**config.mk**
```make
export PLATFORM = sky130hd
export DESIGN_NAME = ex_issue_stage
export DESIGN_NICKNAME = d
export VERILOG_FILES = /design/src/rtl/mips_pkg.sv /design/src/rtl/ex_issue_stage_fwd_sel.sv /design/src/rtl/ex_issue_stage.sv
export SDC_FILE = /design/constraint.sdc
export NUM_CORES = 1
export LEC_CHECK = 0
export CAP_MARGIN = 5
export CORE_MARGIN = 2
export CORE_UTILIZATION = 30
export CTS_CLUSTER_DIAMETER = 100
export DETAILED_ROUTE_END_ITERATION = 7
export MAX_ROUTING_LAYER = met4
export PLACE_DENSITY = 0.79
export SLEW_MARGIN = 0
export SYNTH_ARGS = -nofsm -noshare
export SYNTH_HDL_FRONTEND = slang
export SYNTH_SLANG_ARGS = --single-unit
```
**constraint.sdc**
```tcl
create_clock -name clk -period 2.5 [get_ports clk]
set_input_delay 0.625 -clock clk [delete_from_list [all_inputs] [get_ports clk]]
set_output_delay 0.625 -clock clk [all_outputs]
set_load 0.05 [all_outputs]
```
**src/rtl/mips_pkg.sv**
```systemverilog
// ============================================================================
// Module   : mips_pkg
// Purpose  : Shared ALUControl codes, register-zero constant and forward-select
//            enum for the 5-stage MIPS core.
// Revision : 1.0 - initial release
// ============================================================================
`default_nettype none

package mips_pkg;

   localparam logic [2:0] ALU_AND = 3'b000;
   localparam logic [2:0] ALU_OR  = 3'b001;
   localparam logic [2:0] ALU_ADD = 3'b010;
   localparam logic [2:0] ALU_SUB = 3'b110;
   localparam logic [2:0] ALU_SLT = 3'b111;

   localparam logic [4:0] REG_ZERO = 5'd0;

   typedef enum logic [1:0] {
      FWD_RF  = 2'd0,
      FWD_MEM = 2'd1,
      FWD_WB  = 2'd2
   } fwd_sel_e;

endpackage

`default_nettype wire

```
**src/rtl/ex_issue_stage_fwd_sel.sv**
```systemverilog
// ============================================================================
// Module   : fwd_sel
// Purpose  : Chooses the operand source for one EX register-file read port.
// Revision : 1.0 - initial release
// ============================================================================
`default_nettype none

module fwd_sel
   import mips_pkg::*;
#(
   parameter int RW = 5
) (
   input  logic [RW-1:0] src,
   input  logic          mem_reg_write,
   input  logic [RW-1:0] mem_rd,
   input  logic          wb_reg_write,
   input  logic [RW-1:0] wb_rd,
   output fwd_sel_e      sel
);

   logic w_src_nonzero;

   assign w_src_nonzero = (src != RW'(REG_ZERO));

   // MEM holds the younger result, so it takes precedence over WB
   always_comb begin
      sel = FWD_RF;
      if (mem_reg_write && (mem_rd == src) && w_src_nonzero) begin
         sel = FWD_MEM;
      end else if (wb_reg_write && (wb_rd == src) && w_src_nonzero) begin
         sel = FWD_WB;
      end
   end

endmodule

`default_nettype wire

```
**src/rtl/ex_issue_stage.sv**
```systemverilog
// ============================================================================
// Module   : ex_issue_stage
// Purpose  : ID/EX pipeline register with MEM/WB operand forwarding and
//            load-use detection. Forwarding is built when EX_FORWARD_EN is set.
// Revision : 1.0 - initial release
// ============================================================================
`default_nettype none

module ex_issue_stage
   import mips_pkg::*;
#(
   parameter int DW = 32,
   parameter int RW = 5
) (
   input  logic          clk,
   input  logic          rst,
   input  logic          id_valid,
   input  logic [DW-1:0] id_rs_val,
   input  logic [DW-1:0] id_rt_val,
   input  logic [RW-1:0] id_rs,
   input  logic [RW-1:0] id_rt,
   input  logic [RW-1:0] id_rd,
   input  logic [DW-1:0] id_imm,
   input  logic          id_alu_src,
   input  logic [2:0]    id_alu_op,
   input  logic          id_reg_write,
   input  logic          id_mem_to_reg,
   input  logic          id_mem_write,
   input  logic          id_branch,
   input  logic          stall,
   input  logic          flush,
   input  logic          mem_reg_write,
   input  logic [RW-1:0] mem_rd,
   input  logic [DW-1:0] mem_result,
   input  logic          wb_reg_write,
   input  logic [RW-1:0] wb_rd,
   input  logic [DW-1:0] wb_result,
   output logic [DW-1:0] alu_a,
   output logic [DW-1:0] alu_b,
   output logic [2:0]    alu_op,
   output logic [DW-1:0] ex_store_data,
   output logic          ex_valid,
   output logic          ex_reg_write,
   output logic          ex_mem_to_reg,
   output logic          ex_mem_write,
   output logic          ex_branch,
   output logic [RW-1:0] ex_rd,
   output logic          load_use_stall
);

   logic          r_valid;
   logic          r_reg_write;
   logic          r_mem_to_reg;
   logic          r_mem_write;
   logic          r_branch;
   logic          r_alu_src;
   logic [2:0]    r_alu_op;
   logic [RW-1:0] r_rs;
   logic [RW-1:0] r_rt;
   logic [RW-1:0] r_rd;
   logic [DW-1:0] r_rs_val;
   logic [DW-1:0] r_rt_val;
   logic [DW-1:0] r_imm;

   logic [DW-1:0] w_rs_fwd;
   logic [DW-1:0] w_rt_fwd;

   // A bubble is the all-zero register image, so reset and flush share a path
   always_ff @(posedge clk) begin
      if (!rst || flush) begin
         r_valid      <= 1'b0;
         r_reg_write  <= 1'b0;
         r_mem_to_reg <= 1'b0;
         r_mem_write  <= 1'b0;
         r_branch     <= 1'b0;
         r_alu_src    <= 1'b0;
         r_alu_op     <= ALU_AND;
         r_rs         <= '0;
         r_rt         <= '0;
         r_rd         <= '0;
         r_rs_val     <= '0;
         r_rt_val     <= '0;
         r_imm        <= '0;
      end else if (!stall) begin
         r_valid      <= id_valid;
         r_reg_write  <= id_reg_write;
         r_mem_to_reg <= id_mem_to_reg;
         r_mem_write  <= id_mem_write;
         r_branch     <= id_branch;
         r_alu_src    <= id_alu_src;
         r_alu_op     <= id_alu_op;
         r_rs         <= id_rs;
         r_rt         <= id_rt;
         r_rd         <= id_rd;
         r_rs_val     <= id_rs_val;
         r_rt_val     <= id_rt_val;
         r_imm        <= id_imm;
      end
   end

`ifdef EX_FORWARD_EN
   fwd_sel_e w_rs_sel;
   fwd_sel_e w_rt_sel;

   fwd_sel #(.RW(RW)) u_fwd_rs (
      .src           (r_rs),
      .mem_reg_write (mem_reg_write),
      .mem_rd        (mem_rd),
      .wb_reg_write  (wb_reg_write),
      .wb_rd         (wb_rd),
      .sel           (w_rs_sel)
   );

   fwd_sel #(.RW(RW)) u_fwd_rt (
      .src           (r_rt),
      .mem_reg_write (mem_reg_write),
      .mem_rd        (mem_rd),
      .wb_reg_write  (wb_reg_write),
      .wb_rd         (wb_rd),
      .sel           (w_rt_sel)
   );

   always_comb begin
      w_rs_fwd = r_rs_val;
      w_rt_fwd = r_rt_val;
      case (w_rs_sel)
         FWD_MEM: w_rs_fwd = mem_result;
         FWD_WB:  w_rs_fwd = wb_result;
         default: w_rs_fwd = r_rs_val;
      endcase
      case (w_rt_sel)
         FWD_MEM: w_rt_fwd = mem_result;
         FWD_WB:  w_rt_fwd = wb_result;
         default: w_rt_fwd = r_rt_val;
      endcase
   end

   // Loaded data is only available from MEM onward, one cycle too late for EX
   assign load_use_stall = r_valid && r_mem_to_reg && (r_rd != RW'(REG_ZERO)) &&
                           ((r_rd == id_rs) || (r_rd == id_rt));
`else
   logic w_unused_fwd;

   assign w_rs_fwd       = r_rs_val;
   assign w_rt_fwd       = r_rt_val;
   assign load_use_stall = 1'b0;
   assign w_unused_fwd   = ^{r_rs, r_rt, mem_reg_write, mem_rd, mem_result,
                             wb_reg_write, wb_rd, wb_result};
`endif

   assign alu_a         = w_rs_fwd;
   assign alu_b         = r_alu_src ? r_imm : w_rt_fwd;
   assign ex_store_data = w_rt_fwd;
   assign alu_op        = r_alu_op;
   assign ex_valid      = r_valid;
   assign ex_reg_write  = r_reg_write;
   assign ex_mem_to_reg = r_mem_to_reg;
   assign ex_mem_write  = r_mem_write;
   assign ex_branch     = r_branch;
   assign ex_rd         = r_rd;

endmodule

`default_nettype wire

```
==> results.ini <==
[outcome]
outcome=finished clean

[timing]
tightest_slew_ns=0.559
period_share=0.886
fin_skew_ns=0
slew_headroom=0.626
hold_violations=0
finalSetupViolCount=0
rsz0062_at_grt=false
tns_ns=0
hold_ws_ns=0.498
max_freq_mhz=451
drv_slew=0
period_minus_slack_ns=2.21

[finish]
fin_util=0.477
final-instance-count-excl-fill=793
fill_cells=1314
layout_common_cells=clkdlybuf4s50_1, mux2i_1, nor2_1
design_area_sq_um=6880
nets=804
syn_to_final_growth_pct=56.4
drive_gt1_frac=0.0985
diodes=0
final_common_cell=clkdlybuf4s50_1

[yosys]
synth_nets=593
synthCells=393
synth.yosys.seq_area_share=0.500
avgSynthCellArea_sq_um=11.2
ys_seq_elements=110
yosys.cell_types.count=12
yosysWarnings=0
syn_area_sq_um=4400

[cts]
cts_resized=0
cts.sinks=110
insertion_delay_ns=0.35
h-tree-depth=3
root_buffer=clkbuf_16
path_clk_slew_ns=0.07
cts_tree=built
post_cts_buffers=0
clockBufferDepth=2
hold_buffers=0
cts_made_buffers=9

[worst_setup_path]
end_kind=output pin
cp.required_ns=1.88
cp_slowest_cell=clkdlybuf4s50_1
critPathMaxFanout=3
cp_data_arrival_time_ns=1.59
cp_top_family=buffers and inverters
slowest_delay_ns=0.83
worstSetupStartpointType=flop
path_cells=clkdlybuf4s50_1
worst-path-buf-inv=1
crit_type=reg2out

[drt]
dr.pass1.iters=2
drt_wl_total_mm=11.8
wl_per_cell_microns=14.9
vias=3555
drt_iter0_markers=110
drc=0
viasPerCell=4.48
ant_nets=0

[global_routing]
grt_usage=0.155
grt_first_pass_wirelength_mm=18.7
antenna_found_initial=0
grt_pass1_vias=3738
grt-ovfl-total=0
grt_max_degree=59

[placed_design]
dpl.hpwl_mm=8.89
place_inst=777
io_buffers=222
gp_congestion=0.814
placed_cell_area_sq_um=6560

[power_and_ir_drop]
peakVddDrop_uv=450
p_leak_uw=0.00298
powerDensity_nw_per_um2=600

[die]
initial_core_util=0.305
die-width_microns=125
rows=44
dieArea_sq_um=15700
die_h_microns=125
core-area_sq_um=14400
ioPinCount=310

[job]
drv_cap=0

[worst_hold_path]
hold_path.class=reg2reg

==> where the power goes <==
group	total, uW	internal [uW]	switching, uW
clock	1540	908	631
combinational	747	354	393
sequential	1840	1810	34.3
==> stage by stage <==
step	setup slack, ns	power [uW]
CTS	0.240	4200
floorplan	0.749	2330
finish	0.285	4130
global route	0.219	4300
detailed placement	0.545	2640
global placement	0.578	2620
==> kinds of logic after synthesis <==
family | synth area share
multiplexers | 0.332
AND/OR/NAND/NOR | 0.0952
flip-flops | 0.500
buffers and inverters | 0.0716
other | 0.000852
==> synth_stat cells <==
cell type / count / area share
mux2_2: 3 / 0.0077
buf_8: 1 / 0.0034
mux2i_1: 110 / 0.25
mux2_1: 29 / 0.074
buf_12: 10 / 0.045
nor2_1: 110 / 0.094
conb_1: 1 / 0.00085
buf_2: 11 / 0.013
nand2b_1: 1 / 0.0014
buf_4: 5 / 0.0085
clkbuf_1: 2 / 0.0017
dfxtp_1: 110 / 0.50
==> metal layers <==
layer  global-route usage  routed length (microns)
met5                    -                        0
met4               0.0569                      289
met3               0.0488                      685
met2                0.269                     6060
met1                0.165                     4780
==> worst paths after layout <==
kind / start / end / slack, ns / cells past startpoint
max reg2reg: r_alu_src / r_alu_src / 1.63 / 3
max: ex_store_data[22] / ex_store_data[22] / 0.29 / 1
min: r_imm[22] / r_imm[22] / 0.50 / 2
min reg2reg: r_imm[22] / r_imm[22] / 0.50 / 2
==> area by class of cell <==
class                      count  area (sq um)  share of cell area
sequential                   110          2200               0.320
clock buffer                  11           243              0.0353
timing repair buffer         229          2230               0.324
tap                          184           230              0.0334
multi-input combinational    254          1890               0.275
clock inverter                 5          81.3              0.0118
Note: power is estimated with default switching activity, not from simulation.
